**config.mk**
```make
export PLATFORM = sky130hd
export DESIGN_NAME = dds2note_conv_flat
export DESIGN_NICKNAME = d
export VERILOG_FILES = /design/src/rtl/dds_note_pkg.sv /design/src/rtl/dds2note_conv_if.sv /design/src/rtl/note2dds_rom.sv /design/src/rtl/dds2note_conv.sv /design/src/flat_wrapper.sv
export SDC_FILE = /design/constraint.sdc
export NUM_CORES = 1
export LEC_CHECK = 0
export BUFFER_PORTS_ARGS = -buffer_cell sky130_fd_sc_hd__buf_2
export CELL_PAD_IN_SITES_DETAIL_PLACEMENT = 1
export CELL_PAD_IN_SITES_GLOBAL_PLACEMENT = 1
export CORE_MARGIN = 2
export CORE_UTILIZATION = 42
export CTS_BUF_LIST = sky130_fd_sc_hd__clkbuf_4
export DETAILED_ROUTE_END_ITERATION = 12
export PLACE_DENSITY_LB_ADDON = 0.3
export SYNTH_ARGS = -nofsm -noshare
export SYNTH_HDL_FRONTEND = slang
export SYNTH_HIERARCHICAL = 1
export SYNTH_SLANG_ARGS = --single-unit
```
**constraint.sdc**
```tcl
create_clock -name clk -period 4 [get_ports clk]
set_input_delay 0.8 -clock clk [delete_from_list [all_inputs] [get_ports clk]]
set_output_delay 0.8 -clock clk [all_outputs]
set_load 0.05 [all_outputs]
```
**src/rtl/dds_note_pkg.sv**
```systemverilog
// rtl/dds_note_pkg.sv - shared semitone table, defaults and FSM state type for dds2note_conv
package dds_note_pkg;

    localparam int OCT_MAX_DEF  = 10;
    localparam int NOTE_MAX_DEF = 127;

    // Top-octave increments for notes 120..131; lower octaves are right shifts of these.
    localparam logic [31:0] NOTE_TBL [12] = '{
        32'd749115431,  32'd793660157,  32'd840853652,  32'd890853736,
        32'd943826673,  32'd999949534,  32'd1059409633, 32'd1122405432,
        32'd1189147128, 32'd1259857503, 32'd1334772387, 32'd1414142084
    };

    localparam logic [31:0] TBL_C0 = NOTE_TBL[0];

    typedef enum logic [2:0] {
        IDLE,
        CHECK,
        NORM,
        SCAN,
        FIN
    } state_t;

    function automatic logic [31:0] tbl_word(input logic [3:0] a);
        logic [31:0] v;
        case (a)
            4'd0:    v = NOTE_TBL[0];
            4'd1:    v = NOTE_TBL[1];
            4'd2:    v = NOTE_TBL[2];
            4'd3:    v = NOTE_TBL[3];
            4'd4:    v = NOTE_TBL[4];
            4'd5:    v = NOTE_TBL[5];
            4'd6:    v = NOTE_TBL[6];
            4'd7:    v = NOTE_TBL[7];
            4'd8:    v = NOTE_TBL[8];
            4'd9:    v = NOTE_TBL[9];
            4'd10:   v = NOTE_TBL[10];
            4'd11:   v = NOTE_TBL[11];
            default: v = '0;
        endcase
        return v;
    endfunction

endpackage

```
**src/rtl/dds2note_conv_if.sv**
```systemverilog
// rtl/dds2note_conv_if.sv - request/result bundle between a converter client and dds2note_conv
interface dds2note_conv_if;
    logic        start;
    logic [31:0] adder;
    logic        busy;
    logic        done;
    logic [6:0]  note;
    logic        under;
    logic        over;

    modport master (
        output start, adder,
        input  busy, done, note, under, over
    );

    modport slave (
        input  start, adder,
        output busy, done, note, under, over
    );
endinterface

```
**src/rtl/note2dds_rom.sv**
```systemverilog
// rtl/note2dds_rom.sv - 16x32 semitone increment ROM, one-cycle registered read
module note2dds_rom
    import dds_note_pkg::*;
(
    input  logic        clk,
    input  logic [3:0]  addr,
    output logic [31:0] q
);

    always_ff @(posedge clk) begin
        q <= tbl_word(addr);
    end

endmodule

```
**src/rtl/dds2note_conv.sv**
```systemverilog
// rtl/dds2note_conv.sv - DDS phase increment to MIDI note (floor match), iterative normalise and scan
module dds2note_conv
    import dds_note_pkg::*;
#(
    parameter int OCT_MAX  = OCT_MAX_DEF,
    parameter int NOTE_MAX = NOTE_MAX_DEF
) (
    input  logic             clk,
    input  logic             rst,
    dds2note_conv_if.slave   bus
);

    localparam logic [32:0] TWO_C0 = {TBL_C0, 1'b0};

    state_t      state;
    state_t      state_nxt;
    logic [32:0] w;
    logic [3:0]  s;
    logic [3:0]  k;
    logic [6:0]  note_r;
    logic        under_r;
    logic        over_r;
    logic [3:0]  rom_addr;
    logic [31:0] rom_q;

    logic [32:0] low_mask;
    logic [32:0] c0_cut;
    logic [32:0] tk_cut;
    logic        w_ge_2c0;
    logic        w_ge_c0;
    logic        hit;
    logic        s_at_max;
    logic [3:0]  oct;
    logic [7:0]  oct8;
    logic [7:0]  n_calc;
    logic        n_over;

    note2dds_rom u_rom (
        .clk  (clk),
        .addr (rom_addr),
        .q    (rom_q)
    );

    // The ROM output always holds NOTE_TBL[k] while scanning, so fetch k-1 ahead.
    assign rom_addr = (state == SCAN) ? (k - 4'd1) : k;

    // W carries s zero LSBs after shifting; compare against the table truncated the same
    // way so the result matches the floor of the right-shifted per-octave increments.
    assign low_mask = ~((33'd1 << s) - 33'd1);
    assign c0_cut   = {1'b0, TBL_C0} & low_mask;
    assign tk_cut   = {1'b0, rom_q} & low_mask;
    assign w_ge_2c0 = (w >= TWO_C0);
    assign w_ge_c0  = (w >= c0_cut);
    assign hit      = (w >= tk_cut);
    assign s_at_max = (s == OCT_MAX[3:0]);

    assign oct    = OCT_MAX[3:0] - s;
    assign oct8   = {4'b0000, oct};
    assign n_calc = (oct8 << 3) + (oct8 << 2) + {4'b0000, k};
    assign n_over = (n_calc > NOTE_MAX[7:0]);

    always_ff @(posedge clk) begin
        if (rst) begin
            state <= IDLE;
        end else begin
            state <= state_nxt;
        end
    end

    always_comb begin
        state_nxt = state;
        case (state)
            IDLE:    if (bus.start) state_nxt = CHECK;
            CHECK:   state_nxt = w_ge_2c0 ? FIN : NORM;
            NORM: begin
                if (w_ge_c0) begin
                    state_nxt = SCAN;
                end else if (s_at_max) begin
                    state_nxt = FIN;
                end
            end
            SCAN:    if (hit) state_nxt = FIN;
            FIN:     state_nxt = IDLE;
            default: state_nxt = IDLE;
        endcase
    end

    always_comb begin
        bus.busy  = 1'b0;
        bus.done  = 1'b0;
        bus.note  = note_r;
        bus.under = under_r;
        bus.over  = over_r;
        case (state)
            CHECK, NORM, SCAN: bus.busy = 1'b1;
            FIN:               bus.done = 1'b1;
            default:           ;
        endcase
    end

    always_ff @(posedge clk) begin
        if (rst) begin
            w       <= '0;
            s       <= '0;
            k       <= 4'd11;
            note_r  <= '0;
            under_r <= 1'b0;
            over_r  <= 1'b0;
        end else begin
            case (state)
                IDLE: begin
                    if (bus.start) begin
                        w       <= {1'b0, bus.adder};
                        s       <= '0;
                        k       <= 4'd11;
                        under_r <= 1'b0;
                        over_r  <= 1'b0;
                    end
                end
                CHECK: begin
                    if (w_ge_2c0) begin
                        over_r <= 1'b1;
                        note_r <= NOTE_MAX[6:0];
                    end
                end
                NORM: begin
                    if (!w_ge_c0) begin
                        if (s_at_max) begin
                            under_r <= 1'b1;
                            note_r  <= '0;
                        end else begin
                            w <= w << 1;
                            s <= s + 4'd1;
                        end
                    end
                end
                SCAN: begin
                    if (hit) begin
                        if (n_over) begin
                            note_r <= NOTE_MAX[6:0];
                            over_r <= 1'b1;
                        end else begin
                            note_r <= n_calc[6:0];
                        end
                    end else begin
                        k <= k - 4'd1;
                    end
                end
                default: ;
            endcase
        end
    end

endmodule

```
**src/flat_wrapper.sv**
```systemverilog
// flat-port wrapper written by rule: the top's interface ports become plain ports
module dds2note_conv_flat import dds_note_pkg::*;
#(
    parameter int OCT_MAX  = OCT_MAX_DEF,
    parameter int NOTE_MAX = NOTE_MAX_DEF
)
  (clk, rst, bus_start, bus_adder, bus_busy, bus_done, bus_note, bus_under, bus_over);
  dds2note_conv_if bus_i ();
  input  logic clk;
  input  logic rst;
  input wire logic [$bits(bus_i.start)-1:0] bus_start;
  input wire logic [$bits(bus_i.adder)-1:0] bus_adder;
  output wire logic [$bits(bus_i.busy)-1:0] bus_busy;
  output wire logic [$bits(bus_i.done)-1:0] bus_done;
  output wire logic [$bits(bus_i.note)-1:0] bus_note;
  output wire logic [$bits(bus_i.under)-1:0] bus_under;
  output wire logic [$bits(bus_i.over)-1:0] bus_over;
  assign bus_i.start = bus_start;
  assign bus_i.adder = bus_adder;
  assign bus_busy = bus_i.busy;
  assign bus_done = bus_i.done;
  assign bus_note = bus_i.note;
  assign bus_under = bus_i.under;
  assign bus_over = bus_i.over;
  dds2note_conv #(.OCT_MAX(OCT_MAX), .NOTE_MAX(NOTE_MAX)) u_core (.clk(clk), .rst(rst), .bus(bus_i));
endmodule
```
After elaboration in Yosys (flattened, before gate mapping)
Memories as Yosys holds them, arrays and structs flattened. A register that Yosys moved wholly into a read port is not among the register bits.
Index checks and enable logic that the tools add are counted.
{"block": "totals", "romBits": 496, "memories": 1, "regBits": 85, "input_bits": 35}
{"block": "classes", "muxes": 34, "eq_ne": 14, "n_lt_le_gt_ge": 4, "bitwise": 2, "add_sub_neg": 6, "n_shift": 1, "reduce_logical": 12}
{"name": "(name not given)", "words": 16, "width": 31, "rd": 1, "rd_clocked_by_memory_dff": 1, "write_ports": 0, "line_no": "dds_note_pkg.sv:26", "rtl": "case (a)"}
{"operator": "$mux W33", "count": 3}
{"operator": "$pmux W33 S2", "count": 1}
{"operator": "$mux W7", "count": 5}
{"operator": "$and A32 B33 Y33", "count": 1}
{"operator": "$ge A33 B30 Y1", "count": 1}
{"operator": "$ge A33 B31 Y1 const B", "count": 1}
{"operator": "$ge A33 B33 Y1", "count": 1}
{"operator": "$not A33 Y33", "count": 1}
{"operator": "$shl A1 B4 Y33 const A", "count": 1}
{"operator": "$sub A33 B1 Y33 const B", "count": 1}
{"operator": "$mux W4", "count": 6}
{"operator": "$pmux W7 S3", "count": 1}
{"operator": "$pmux W4 S2", "count": 2}
{"operator": "$mux W3", "count": 5}
{"operator": "$pmux W3 S4", "count": 1}
{"operator": "$reduce_and A5 Y1", "count": 2}
{"operator": "$add A7 B6 Y8", "count": 1}
{"operator": "$add A8 B4 Y8", "count": 1}
{"operator": "$gt A8 B7 Y1 const B", "count": 1}
{"operator": "$mux W1", "count": 8}
{"operator": "$ne A2 B1 Y1 const B", "count": 4}
{"operator": "$ne A2 B2 Y1 const B", "count": 4}
{"operator": "$reduce_and A4 Y1", "count": 2}
{"operator": "$eq A3 B2 Y1 const B", "count": 2}
{"operator": "14 further kinds", "count": 17}

Depth between registers and ports, before layout
{"block": "logic_depth", "ltp_word": 7, "mapped_depth": 18}

Hierarchy
The synthesis kept the hierarchy.
{"module": "dds2note_conv", "area_per_inst_um2": 4470.5, "cells_per_inst": 594, "instances": 1}
{"module": "note2dds_rom", "area_per_inst_um2": 1272.5, "cells_per_inst": 140, "instances": 1}

Worst setup path before layout
Ideal clock, no wire load.
{"block": "synth_timing", "path_kind": "reg-to-reg", "start": "register u_core.s[2]", "end": "register u_core.over_r (netlist: u_core/bus.over)", "arrival_ns": 4.105, "required_ns": 3.938, "synth_period_minus_slack_ns": 4.167, "path_stages_with_launch": 19, "setup_time_ns": 0.062, "n_path_buf": 3, "setup_slack_ns": -0.167, "path_cell_list": "dfxtp_1 > clkbuf_1 > clkbuf_1 > nor2_1 > nand2_1 > ha_1 > o2111a_1 > a211oi_1 > a21o_1 > a22o_1 > or2_2 > ha_1 > and4_1 > and2_1 > o311a_1 > a211oi_1 > clkbuf_1 > nor4_1 > a22o_1"}
{"block": "synth_between", "elab_chain_cells": 7}
{"item": "start: declaration", "line_no": "dds2note_conv.sv:18", "rtl": "logic [3:0] s;"}
{"item": "start signal: assignment", "line_no": "dds2note_conv.sv:133", "rtl": "s <= s + 4'd1;"}
{"item": "branches (longest 6 deep; another with $add A7 B6 Y8)"}
{"item": "$reduce_and A5 Y1 (no source line) *"}
{"item": "end signal: assignment", "line_no": "dds2note_conv.sv:108", "rtl": "over_r <= 1'b0;"}
{"item": "end signal: assignment", "line_no": "dds2note_conv.sv:117", "rtl": "over_r <= 1'b0;"}
{"item": "end signal: assignment", "line_no": "dds2note_conv.sv:122", "rtl": "over_r <= 1'b1;"}
{"item": "end: declaration", "line_no": "dds2note_conv.sv:22", "rtl": "logic over_r;"}
Every way passes the cells marked *.
A chain may end at the register's enable or synchronous reset.

Worst setup path in the final report
{"block": "layout_timing", "start": "register u_core.s[1]", "end": "register u_core.note_r[0] (netlist: u_core/bus.note[0])"}
{"block": "layout_between", "elab_chain_cells": 7}
{"item": "$sub A4 B4 Y4 or $shl A1 B4 Y33 (tied branches)", "line_no": "dds2note_conv.sv:57, dds2note_conv.sv:49"}
{"item": "$add A7 B6 Y8 or $sub A33 B1 Y33 (tied branches)", "line_no": "dds2note_conv.sv:59, dds2note_conv.sv:49"}
{"item": "$add A8 B4 Y8 or $not A33 Y33 (tied branches)", "line_no": "dds2note_conv.sv:59, dds2note_conv.sv:49"}
{"item": "$gt A8 B7 Y1 or $and A32 B33 Y33 (tied branches)", "line_no": "dds2note_conv.sv:60, dds2note_conv.sv:51"}
{"item": "$mux W7 or $ge A33 B33 Y1 (tied branches)", "line_no": "dds2note_conv.sv:139, dds2note_conv.sv:54"}
{"item": "$mux W7 or $ne A2 B1 Y1 (tied branches)"}
{"item": "$pmux W7 S3 or $reduce_and A5 Y1 (tied branches)"}
{"item": "end signal: assignment", "line_no": "dds2note_conv.sv:123", "rtl": "note_r <= NOTE_MAX[6:0];"}
{"item": "end signal: assignment", "line_no": "dds2note_conv.sv:140", "rtl": "note_r <= NOTE_MAX[6:0];"}
{"item": "end signal: assignment", "line_no": "dds2note_conv.sv:143", "rtl": "note_r <= n_calc[6:0];"}
{"item": "end: declaration", "line_no": "dds2note_conv.sv:20", "rtl": "logic [6:0] note_r;"}
Several ways; a longest one is shown, not always the timed one. The select of a mux whose other input is x is not followed.

==> flow_metrics.py <==
metrics = {
    "logic_synthesis": {
        "synth_top_area_cell": "dfxtp_1",
        "ys.flop_type": "dfxtp_1",
        "ys_warn_count": 37,
        "async_flop_share": 0,
        "synth.area.top_cells": "dfxtp_1 29%, ha_1 16%, nand2_1 8.5%",
        "synth_nets": 843,
        "yosysTopAreaCellShare": 0.2928,
        "ys_seq_elements": 84,
        "synth_area_sq_um": 5743,
        "synth_edf_count": 0,
        "ys_types": 67,
        "ys_seq_area_frac": 0.2928,
        "syn_inst": 734,
        "avgSynthCellArea_sq_um": 7.824,
    },
    "route": {
        "wl_mm": 19.58,
        "drt-initial-drc-count": 406,
        "dr.pass1.iters": 5,
        "ant_nets": 0,
        "viasPerCell": 5.822,
        "post_drt_wl_per_cell_um": 19.86,
        "vias": 5740,
        "drc_errors": 0,
    },
    "critical_path": {
        "cp.arrival_ps": 4250,
        "critical_path.max_fanout": 8,
        "worstRegToRegCells": 15,
        "cp-end-kind": "flip-flop",
        "rr_startpoint": "u_core/s[1]$_SDFFE_PP0P_",
        "cp.required_ps": 4410,
        "timing.rr.end": "u_core/bus.note[0]$_SDFFE_PP0P_",
        "cp-start-kind": "flip-flop",
        "r2r_slack_ps": 160,
        "path_class": "reg2reg",
    },
    "clocking": {
        "cts_hold_buf": 0,
        "cts_root_buf": "clkbuf_4",
        "h-tree-depth": 3,
        "clk_pin_slew_worst_paths_ps": 140,
        "cts_tree": "built",
        "clock_latency_ps": 490,
        "numCtsBuffers": 9,
        "clockBufferDepth": 2,
        "cts.sinks": 84,
    },
    "timing": {
        "tightest_slew_ps": 953.9,
        "timing.fmax_mhz": 260.3,
        "fin_crit_ps": 3841,
        "clock_skew_ps": 19.14,
        "relSlewSlack": 0.3641,
        "final-max-slew-violation-count": 0,
        "rsz0062_at_grt": "false",
        "fin_tns_setup_ps": 0,
        "setup_violations": 0,
        "fin_crit_sh": 0.9604,
        "hold_viol_final": 0,
    },
    "global_route": {
        "antenna_found_initial": 1,
        "grt.busiest_layer": "met2",
        "grt_util_met3": 0.04088,
        "grt_overflow": 0,
        "met1_usage": 0.3615,
        "grtUsageTotal": 0.2699,
        "grt_pass1_wl_mm": 30.58,
        "use_met2": 0.4505,
        "grt_max_degree": 46,
        "grt_pass1_vias": 5760,
    },
    "place": {
        "place_congestion": 0.8982,
        "dp_cells": 962,
        "portBuffers": 45,
        "dpl.hpwl_mm": 14.66,
    },
    "worst_hold_path": {
        "holdCritStartpoint": "u_core/bus.over$_SDFFE_PP0P_",
        "hold_path_end": "u_core/bus.over$_SDFFE_PP0P_",
        "hold_path.class": "reg2reg",
        "hold-path-cell-count": 1,
    },
    "cells_and_area": {
        "area_growth_pct": 20.81,
        "nets": 913,
        "drive_gt1_frac": 0.2138,
        "instances_no_fill": 986,
    },
    "floorplan": {
        "die-height_um": 120.9,
        "io_pins": 46,
        "rows": 42,
        "start_util": 0.4320,
        "dieWidth_um": 120.9,
        "dieArea_sq_um": 14630,
        "core-area_sq_um": 13300,
    },
    "power": {
        "p_leak_nw": 3.089,
        "power_density_nw_per_um2": 639.7,
        "ir_worst_vdd_uv": 294.3,
        "power_w": 0.004438,
    },
    "job": {
        "maxCapViolCount": 0,
    },
    "status": {
        "status": "complete, no violations",
    },
}
==> cell families (layout without fill, tap and decap cells) <==
group / count (synthesis) / count (layout) / synth area share
and+or+nand+nor: 313 / 314 / 0.2536
AOI/OAI and AO/OA: 168 / 168 / 0.2028
DFF: 84 / 84 / 0.2928
buffers and inverters: 76 / 150 / 0.05839
adders and majority gates: 74 / 74 / 0.1625
xor gates and xnor gates: 12 / 12 / 0.01830
muxes: 6 / 6 / 0.01089
other: 1 / 2 / 0.0006530
==> what timing repair did <==
| item | in CTS | in global routing |
|---|---|---|
| gates cloned | 2 | 1 |
| buffers inserted | 2 | 2 |
| pin swaps | 1 | 27 |
| setup endpoints to repair | 45 | 52 |
| gates resized for setup | 9 | 47 |
==> Yosys cell counts, types with 4 or more instances <==
master,count
inv_1,31
and2b_1,6
a311oi_1,31
nand4_1,11
o21a_1,6
o21ai_0,35
xnor2_1,6
nor2_1,76
nor4_1,7
or2_2,8
buf_2,13
dfxtp_1,84
a32o_1,8
clkbuf_1,27
o21ai_1,4
nand2b_1,8
a211oi_1,7
a21oi_1,36
nand3_1,20
o22ai_1,6
and2_1,4
mux2i_1,4
nor2b_1,10
nor3_1,12
nand2_1,130
a21o_1,6
xor2_1,6
ha_1,73
==> metrics by stage <==
step	area (sq um)	worst slack [ps]	hold slack [ps]	utilization
3_5_place_dp	6405	-199.4	474.5	0.4817
4_1_cts	6699	3.076	492.9	0.5039
2_1_floorplan	5752	0.6897	454.9	-
5_1_grt	6938	9.768	515.3	0.5218
6_report	6938	158.5	499.9	0.5218
3_3_place_gp	6405	-42.99	471.0	0.4817
==> cell type report <==
class                      count  area [sq um]
antenna                        1         2.502
clock inverter                 7         91.34
timing repair buffer         102         735.7
multi-input combinational    575          4011
tap                          176         220.2
sequential                    84          1689
inverter                      32         120.1
clock buffer                   9         67.56
fill                        1658          6357
==> critical path, stage by stage (launching register included) <==
cell	delay, ps
dfxtp_4	390
ha_1	220
ha_1	210
buf_4	170
nor2_4	160
xor2_1	90
nand2_1	100
nand3_2	120
ha_1	200
or4_1	420
or4_4	440
o21bai_4	180
a21oi_2	100
nor2_1	130
or4b_4	550
a32o_1	280
==> routing by layer <==
layer	wire length (um)	up-vias
li1	-	2753
met1	9076	2830
met2	9400	133
met3	760	24
met4	346	0
met5	0	-
==> power by group <==
| group | leakage [nW] | switching (W) | total, W | internal [W] |
|---|---|---|---|---|
| Combinational | 2.31 | 0.00144 | 0.00253 | 0.00109 |
| Clock | 0.0873 | 0.000316 | 0.000567 | 0.000251 |
| Sequential | 0.688 | 0.000305 | 0.00135 | 0.00104 |
| Total | 3.09 | 0.00206 | 0.00444 | 0.00238 |
==> layout by cell type, fill, tap and decap left out, types with 7 or more instances in the layout <==
cell type,n
buf_2,45
o21ai_0,32
a32o_1,8
ha_1,67
nor3_1,12
dfxtp_1,82
a311oi_1,30
buf_4,51
inv_1,28
nand2_1,128
nor2b_1,8
clkbuf_4,9
nand3_1,19
nand4_1,11
o21ai_1,7
a21oi_1,35
nor2_1,74
nand2b_1,7
==> state kept, by name, summed over array words and instances (netlist names) <==
name	count
u_core/k	4
u_core/bus.note	7
u_core/bus.over	1
u_core/bus.under	1
u_core/w	33
u_core/s	4
u_core/u_rom/q	31
u_core/state	3
==> worst max-delay path by stage <==
stage	start	end	slack (ps)	cells after the start
final	u_core/s[1]$_SDFFE_PP0P_	u_core/bus.note[0]$_SDFFE_PP0P_	160	15
after global routing	u_core/s[1]$_SDFFE_PP0P_	u_core/w[20]$_SDFFE_PP0P_	10	17
after CTS	u_core/s[0]$_SDFFE_PP0P_	u_core/bus.note[4]$_SDFFE_PP0P_	3	16
after detailed placement	u_core/s[0]$_SDFFE_PP0P_	u_core/bus.note[4]$_SDFFE_PP0P_	-200	16
after global placement	u_core/s[0]$_SDFFE_PP0P_	u_core/bus.note[1]$_SDFFE_PP0P_	-40	16
after floorplan	u_core/s[2]$_SDFFE_PP0P_	u_core/bus.note[0]$_SDFFE_PP0P_	0.7	17
Note: power is estimated with default switching activity, not from simulation.
